[config.mk]
export PLATFORM = sky130hd
export DESIGN_NAME = muldiv_sequencer
export DESIGN_NICKNAME = d
export VERILOG_FILES = /design/src/rtl/riscv_m_pkg.sv /design/src/rtl/muldiv_step.sv /design/src/rtl/muldiv_sequencer.sv
export SDC_FILE = /design/constraint.sdc
export NUM_CORES = 1
export LEC_CHECK = 0
export BUFFER_PORTS_ARGS = -buffer_cell sky130_fd_sc_hd__buf_2
export CORE_MARGIN = 4
export CORE_UTILIZATION = 45
export DETAILED_ROUTE_END_ITERATION = 8
export PLACE_DENSITY = 0.7
export SLEW_MARGIN = 20
export SYNTH_ARGS = -nofsm -noshare
export SYNTH_HDL_FRONTEND = slang
export SYNTH_SLANG_ARGS = --single-unit
[constraint.sdc]
create_clock -name clk -period 4.32 [get_ports clk]
set_clock_uncertainty 0.1 [all_clocks]
set_input_delay 0.864 -clock clk [delete_from_list [all_inputs] [get_ports clk]]
set_output_delay 0.864 -clock clk [all_outputs]
set_load 0.01 [all_outputs]
[src/rtl/riscv_m_pkg.sv]
// Shared types and constants for the RV32M iterative multiply/divide unit.
package riscv_m_pkg;

  localparam int XLEN_DEFAULT = 32;
  localparam logic [6:0] M_FUNCT7 = 7'b0000001;

  typedef enum logic [2:0] {
    OP_MUL    = 3'b000,
    OP_MULH   = 3'b001,
    OP_MULHSU = 3'b010,
    OP_MULHU  = 3'b011,
    OP_DIV    = 3'b100,
    OP_DIVU   = 3'b101,
    OP_REM    = 3'b110,
    OP_REMU   = 3'b111
  } muldiv_op_t;

  typedef enum logic [1:0] {
    IDLE,
    CALC,
    FIX,
    DONE
  } muldiv_state_t;

  function automatic logic op_is_div(muldiv_op_t op);
    return op[2];
  endfunction

  function automatic logic op_is_rem(muldiv_op_t op);
    return op[2] & op[1];
  endfunction

  // MULHSU is the only op whose operands differ in signedness.
  function automatic logic op_rs1_signed(muldiv_op_t op);
    return (op == OP_MULH) || (op == OP_MULHSU) || (op == OP_DIV) || (op == OP_REM);
  endfunction

  function automatic logic op_rs2_signed(muldiv_op_t op);
    return (op == OP_MULH) || (op == OP_DIV) || (op == OP_REM);
  endfunction

endpackage

[src/rtl/muldiv_step.sv]
// One radix-2 iteration: shift-add for multiply, restoring step for divide.
module muldiv_step
  import riscv_m_pkg::*;
#(
  parameter int XLEN = XLEN_DEFAULT
) (
  input  logic              is_div_i,
  input  logic [2*XLEN:0]   acc_i,
  input  logic [XLEN-1:0]   operand_i,
  output logic [2*XLEN:0]   acc_o
);

  logic [XLEN:0] mul_upper;
  logic [XLEN:0] rem_shift;
  logic          qbit;

  // Multiply: acc = {carry/high, low}; divide: acc = {remainder[XLEN:0], quotient}.
  assign mul_upper = acc_i[2*XLEN:XLEN] + (acc_i[0] ? {1'b0, operand_i} : '0);
  assign rem_shift = acc_i[2*XLEN-1:XLEN-1];
  assign qbit      = rem_shift >= {1'b0, operand_i};

  always_comb begin
    acc_o = acc_i;
    if (is_div_i) begin
      acc_o = {(qbit ? (rem_shift - {1'b0, operand_i}) : rem_shift),
               acc_i[XLEN-2:0], qbit};
    end else begin
      acc_o = {1'b0, mul_upper, acc_i[XLEN-1:1]};
    end
  end

endmodule

[src/rtl/muldiv_sequencer.sv]
// RV32M multiply/divide sequencer: FSM, sign handling and result register.
// Define MULDIV_EARLY_OUT_EN to add zero-operand and small-dividend fast paths.
module muldiv_sequencer
  import riscv_m_pkg::*;
#(
  parameter int XLEN = XLEN_DEFAULT
) (
  input  logic            clk,
  input  logic            reset,
  input  logic            start,
  input  logic [2:0]      funct3,
  input  logic [XLEN-1:0] rs1,
  input  logic [XLEN-1:0] rs2,
  input  logic            flush,
  output logic            busy,
  output logic            stall,
  output logic            done,
  output logic [XLEN-1:0] result
);

  localparam int CNT_W = $clog2(XLEN);
  localparam logic [CNT_W-1:0] CNT_LAST = CNT_W'(XLEN - 1);
  localparam logic [XLEN-1:0]  INT_MIN  = {1'b1, {(XLEN-1){1'b0}}};

  muldiv_state_t   state_q, state_d;
  muldiv_op_t      op_q, op_d;
  logic            neg_q, neg_d;
  logic [XLEN-1:0] opb_q, opb_d;
  logic [2*XLEN:0] acc_q, acc_d;
  logic [CNT_W-1:0] cnt_q, cnt_d;
  logic [XLEN-1:0] res_q, res_d;

  muldiv_op_t      op_in;
  logic            a_neg, b_neg, res_neg;
  logic [XLEN-1:0] a_abs, b_abs;
  logic            fast_hit;
  logic [XLEN-1:0] fast_res;
  logic [2*XLEN:0] step_acc;
  logic [2*XLEN-1:0] prod, prod_s;
  logic [XLEN-1:0] quot, remv, fix_res;

  assign op_in   = muldiv_op_t'(funct3);
  assign a_neg   = op_rs1_signed(op_in) & rs1[XLEN-1];
  assign b_neg   = op_rs2_signed(op_in) & rs2[XLEN-1];
  assign a_abs   = a_neg ? -rs1 : rs1;
  assign b_abs   = b_neg ? -rs2 : rs2;
  assign res_neg = (op_in == OP_REM) ? a_neg : (a_neg ^ b_neg);

  always_comb begin
    fast_hit = 1'b0;
    fast_res = '0;
    if (op_is_div(op_in) && (rs2 == '0)) begin
      fast_hit = 1'b1;
      fast_res = op_is_rem(op_in) ? rs1 : '1;
    end else if (((op_in == OP_DIV) || (op_in == OP_REM)) &&
                 (rs1 == INT_MIN) && (rs2 == '1)) begin
      fast_hit = 1'b1;
      fast_res = op_is_rem(op_in) ? '0 : INT_MIN;
    end
`ifdef MULDIV_EARLY_OUT_EN
    else if (!op_is_div(op_in) && ((rs1 == '0) || (rs2 == '0))) begin
      fast_hit = 1'b1;
      fast_res = '0;
    end else if (((op_in == OP_DIVU) || (op_in == OP_REMU)) && (rs1 < rs2)) begin
      fast_hit = 1'b1;
      fast_res = (op_in == OP_REMU) ? rs1 : '0;
    end
`endif
  end

  muldiv_step #(
    .XLEN (XLEN)
  ) u_step (
    .is_div_i  (op_is_div(op_q)),
    .acc_i     (acc_q),
    .operand_i (opb_q),
    .acc_o     (step_acc)
  );

  // Final sign correction and half/quotient/remainder selection.
  assign prod   = acc_q[2*XLEN-1:0];
  assign prod_s = neg_q ? -prod : prod;
  assign quot   = acc_q[XLEN-1:0];
  assign remv   = acc_q[2*XLEN-1:XLEN];

  always_comb begin
    fix_res = '0;
    case (op_q)
      OP_MUL:                       fix_res = prod_s[XLEN-1:0];
      OP_MULH, OP_MULHSU, OP_MULHU: fix_res = prod_s[2*XLEN-1:XLEN];
      OP_DIV, OP_DIVU:              fix_res = neg_q ? -quot : quot;
      OP_REM, OP_REMU:              fix_res = neg_q ? -remv : remv;
      default:                      fix_res = '0;
    endcase
  end

  always_comb begin
    state_d = state_q;
    op_d    = op_q;
    neg_d   = neg_q;
    opb_d   = opb_q;
    acc_d   = acc_q;
    cnt_d   = cnt_q;
    res_d   = res_q;
    case (state_q)
      IDLE: begin
        if (start && !flush) begin
          op_d  = op_in;
          neg_d = res_neg;
          opb_d = b_abs;
          acc_d = {{(XLEN+1){1'b0}}, a_abs};
          cnt_d = '0;
          if (fast_hit) begin
            res_d   = fast_res;
            state_d = DONE;
          end else begin
            state_d = CALC;
          end
        end
      end
      CALC: begin
        if (flush) begin
          state_d = IDLE;
        end else begin
          acc_d = step_acc;
          if (cnt_q == CNT_LAST) begin
            state_d = FIX;
          end else begin
            cnt_d = cnt_q + 1'b1;
          end
        end
      end
      FIX: begin
        if (flush) begin
          state_d = IDLE;
        end else begin
          res_d   = fix_res;
          state_d = DONE;
        end
      end
      DONE:    state_d = IDLE;
      default: state_d = IDLE;
    endcase
  end

  always_ff @(posedge clk or negedge reset) begin
    if (!reset) begin
      state_q <= IDLE;
      op_q    <= OP_MUL;
      neg_q   <= 1'b0;
      opb_q   <= '0;
      acc_q   <= '0;
      cnt_q   <= '0;
      res_q   <= '0;
    end else begin
      state_q <= state_d;
      op_q    <= op_d;
      neg_q   <= neg_d;
      opb_q   <= opb_d;
      acc_q   <= acc_d;
      cnt_q   <= cnt_d;
      res_q   <= res_d;
    end
  end

  assign busy   = (state_q != IDLE);
  assign stall  = ((state_q != IDLE) && (state_q != DONE)) ||
                  ((state_q == IDLE) && start && !flush);
  assign done   = (state_q == DONE);
  assign result = res_q;

endmodule

==> flow_metrics.tcl <==
set metrics [dict create \
    status "complete, no violations" \
    regToRegSetupSlack_ps 240 \
    seq_area_frac_synth_pct 24.8 \
    fmax_ghz 0.245 \
    ys_warn_count 0 \
    rr_endpoint "acc_q[62]" \
    register_area_um2 3510 \
    synth-async-reset-ratio_pct 100 \
    first_pass_grt_wire_length_um 79000 \
    drive_gt1_share_pct 11.9 \
    critical_path.max_stage_delay_ps 560 \
    filler_cells_inserted 3082 \
    detailedPlacementHpwl_um 39200 \
    worst-slew-pin-transition_ps 962 \
    placementRows 64 \
    timing.critical_path.max_delay_family "compound AO/OA/AOI/OAI gates" \
    fin_crit_sh_pct 94.4 \
    setup_viol_count_final 0 \
    clock_path_buffers 2 \
    grt_util_all_layers_pct 29.4 \
    area_growth_syn_to_layout_pct 11.8 \
    yosys-mux-area-fraction_pct 4.28 \
    cts_sinks 140 \
    hold_path_class "input pin to asynchronous set/reset pin" \
    xor_and_xnor_area_share_after_synthesis_pct 9.79 \
    drt_first_iter_violations 1595 \
    routabilityCongestion 1.03 \
    die_width_um 185 \
    design.core.area_um2 30700 \
    leakagePower_nw 6.97 \
    yosys.cell_types.count 83 \
    viasPerCell 6.29 \
    synth.ff_latch_count 140 \
    io_buffer_count 105 \
    cts_made_buffers 17 \
    boundaryPins 106 \
    synth-adder-area-share_pct 6.92 \
    route.detailed.drc 0 \
    critical_path.startpoint_type "flip-flop" \
    first_pass_iters 6 \
    final.min_clock_period_ps 4080 \
    timing.critical_path.from "acc_q[0]" \
    ctsRootBufferMaster "sky130_fd_sc_hd__clkbuf_16" \
    post_synth.cell_area_avg_um2 7.49 \
    max-cap-violations 0 \
    worstSetupEndpoint "acc_q[62]" \
    synth.net_count 2034 \
    start_util_pct 46.0 \
    synthesized_area_fraction_occupied_by_ao_oa_aoi_and_oai_cells_pct 27.7 \
    first_global_vias 14000 \
    height_of_the_chip_um 185 \
    cts_tree "done" \
    wl_per_cell_um 21.5 \
    clkTransAtPathRegs_ps 70 \
    totalWireLength_um 51000 \
    r2r.worst_path.cells 14 \
    cts-hold-fix-buffers 0 \
    synth-edff-count 0 \
    path_class "flip-flop to flip-flop" \
    rsz0062_at_grt "no" \
    multi_input_comb_area_um2 9930 \
    synth_area_um2 14100 \
    timing.critical_path.buf_inv 3 \
    route.antenna.remaining_nets 0 \
    slew_headroom_pct 35.1 \
    timing.critical_path.depth 14 \
    ratio_of_total_power_to_cell_area_nw_per_um2 893 \
    grt_overflow 0 \
    htree_levels 4 \
    critical_path.slowest_cell "sky130_fd_sc_hd__a2111oi_0" \
    antenna_cells 0 \
    dpl_cell_area_um2 15200 \
    postSynth.topFlopCell "sky130_fd_sc_hd__dfrtp_1" \
    critical_path.reg2reg.startpoint "acc_q[0]" \
    insertion_delay_ps 450 \
    overall_via_count_from_detail_route 14900 \
    timing.critical_path.required_ps 4580 \
    worst_setup_path_end_kind "flip-flop" \
    initial_antenna_violation_count 0 \
    cell_by_cell_trace_of_the_critical_path "inv_1 > buf_4 > nor2_1 > ha_1 > a21o_1 > a21oi_1 > o21ai_0 > o21a_1 > a311o_1 > a2111oi_0 > buf_4 > o21ai_0 > mux2_2 > a211oi_1" \
    final_count_of_hold_timing_violations 0 \
    synth_top_family_by_area "compound AO/OA/AOI/OAI gates" \
    syn-instance-count 1886 \
    totalNegativeSetupSlack_ps 0 \
    fin_nets 2109 \
    synthesized_area_fraction_occupied_by_and_or_nand_nor_cells_pct 21.5 \
    timing_max_transition_violations_final 0 \
    grt_max_degree 73 \
    vdd_ir_max_mv 0.468 \
    dieArea_um2 34300 \
    crit_path_max_fanout 12 \
    crit_arrival_ps 4340 \
    core_util_final_pct 51.4 \
    stdcell_area_um2 15800 \
]
[flip-flops by register name (all words and copies together) (netlist names)]
register and count:
neg_q 1, result 32, acc_q 65, opb_q 32
cnt_q 5, state_q 2, op_q 3
[area by class of cell]
cell class | instances | area share, %
multi-input cells | 1564 | 62.8
flip-flops and latches | 140 | 22.2
repair buffers | 162 | 6.15
well taps | 396 | 3.14
clock buffers | 19 | 2.80
inverters | 76 | 1.81
clock inverters | 13 | 1.05
[what timing repair did]
item                                    CTS  global route
setup buffers                             0             0
endpoints found under the setup margin    0             3
resized for setup                         0             1
[per-stage QoR]
stage / hold WS (ps) / setup WS (ps) / cells / total power [W]
2_1_floorplan: 350 / 875 / 1886 / 0.00941
3_3_place_gp: 363 / 196 / 2338 / 0.0121
3_5_place_dp: 370 / 284 / 2338 / 0.0122
4_1_cts: 326 / 268 / 2370 / 0.0139
5_1_grt: 353 / 39.8 / 2370 / 0.0152
6_report: 306 / 241 / 2370 / 0.0141
[cells in the mapped netlist, types with 14 or more instances]
master | count | area [um2]
sky130_fd_sc_hd__xnor2_1 | 85 | 744
sky130_fd_sc_hd__o21ai_0 | 252 | 1260
sky130_fd_sc_hd__nand2b_1 | 18 | 113
sky130_fd_sc_hd__o211ai_1 | 18 | 135
sky130_fd_sc_hd__nor2_1 | 166 | 623
sky130_fd_sc_hd__xor2_1 | 73 | 639
sky130_fd_sc_hd__o31ai_1 | 25 | 188
sky130_fd_sc_hd__a21o_1 | 35 | 263
sky130_fd_sc_hd__clkbuf_1 | 89 | 334
sky130_fd_sc_hd__nor4_1 | 17 | 106
sky130_fd_sc_hd__nand4_1 | 28 | 175
sky130_fd_sc_hd__o21a_1 | 14 | 105
sky130_fd_sc_hd__dfrtp_1 | 140 | 3500
sky130_fd_sc_hd__a22oi_1 | 14 | 105
sky130_fd_sc_hd__inv_1 | 74 | 278
sky130_fd_sc_hd__a31oi_1 | 28 | 175
sky130_fd_sc_hd__nor3_1 | 43 | 215
sky130_fd_sc_hd__ha_1 | 75 | 938
sky130_fd_sc_hd__or3_1 | 22 | 138
sky130_fd_sc_hd__nand3_1 | 39 | 195
sky130_fd_sc_hd__a21oi_1 | 130 | 651
sky130_fd_sc_hd__nand2_1 | 214 | 803
sky130_fd_sc_hd__mux2i_1 | 48 | 480
sky130_fd_sc_hd__a211oi_1 | 16 | 120
[layout by cell type (no fill, tap or decap), types with 13 or more instances in the layout]
cell | netlist | routed
sky130_fd_sc_hd__xnor2_1 | 85 | 85
sky130_fd_sc_hd__nand2b_1 | 18 | 18
sky130_fd_sc_hd__buf_2 | 6 | 104
sky130_fd_sc_hd__dfrtp_1 | 140 | 138
sky130_fd_sc_hd__a211oi_1 | 16 | 16
sky130_fd_sc_hd__a21oi_1 | 130 | 130
sky130_fd_sc_hd__and2_1 | 13 | 13
sky130_fd_sc_hd__o31ai_1 | 25 | 25
sky130_fd_sc_hd__o21ai_0 | 252 | 251
sky130_fd_sc_hd__nand4_1 | 28 | 28
sky130_fd_sc_hd__a22oi_1 | 14 | 14
sky130_fd_sc_hd__a21o_1 | 35 | 35
sky130_fd_sc_hd__inv_1 | 74 | 74
sky130_fd_sc_hd__nor3_1 | 43 | 43
sky130_fd_sc_hd__xor2_1 | 73 | 73
sky130_fd_sc_hd__ha_1 | 75 | 74
sky130_fd_sc_hd__buf_4 | 2 | 56
sky130_fd_sc_hd__nor2_1 | 166 | 164
sky130_fd_sc_hd__nand3_1 | 39 | 39
sky130_fd_sc_hd__nor2b_1 | 13 | 13
sky130_fd_sc_hd__mux2i_1 | 48 | 48
sky130_fd_sc_hd__a31oi_1 | 28 | 28
sky130_fd_sc_hd__and3_1 | 13 | 13
sky130_fd_sc_hd__clkbuf_16 | 0 | 17
sky130_fd_sc_hd__or3_1 | 22 | 22
sky130_fd_sc_hd__o211ai_1 | 18 | 18
sky130_fd_sc_hd__o21a_1 | 14 | 14
sky130_fd_sc_hd__nor4_1 | 17 | 17
sky130_fd_sc_hd__nand2_1 | 214 | 214
[worst reg2reg max path, delay by kind of cell (launching register included)]
kind,cells,cell delay [ps]
AO/OA/AOI/OAI,8,2140
buffers and inverters,3,620
flip-flops,1,410
adder cells (fa/ha/maj),1,340
multiplexers,1,300
AND/OR/NAND/NOR,1,70
[worst min path at each step]
stage | cells after the start | slack, ps | endpoint
2_1_floorplan | 2 | 350 | opb_q[10]
3_3_place_gp | 2 | 360 | opb_q[14]
3_5_place_dp | 2 | 370 | opb_q[27]
4_1_cts | 1 | 330 | opb_q[20]
5_1_grt | 1 | 350 | opb_q[20]
6_report | 1 | 310 | opb_q[20]
[routing by layer]
metal / global-route usage [%] / wire length, um / vias up
li1: - / - / 6996
met1: 41.5 / 22300 / 7045
met2: 43.3 / 21800 / 744
met3: 6.93 / 4830 / 126
met4: 11.8 / 2050 / 0
met5: 0 / 0 / -
[logic make-up after synthesis]
logic type               Yosys count
AO/OA/AOI/OAI                    636
AND/OR/NAND/NOR                  634
buffers and inverters            182
XOR/XNOR                         158
flip-flops                       140
adder cells (fa/ha/maj)           77
multiplexers                      59
[power by group]
part           internal, W  total (W)  switching, W
clock             0.000925    0.00157      0.000645
combinational      0.00373    0.00978       0.00606
sequential         0.00192    0.00275      0.000831
(Power assumes the default switching activity.)
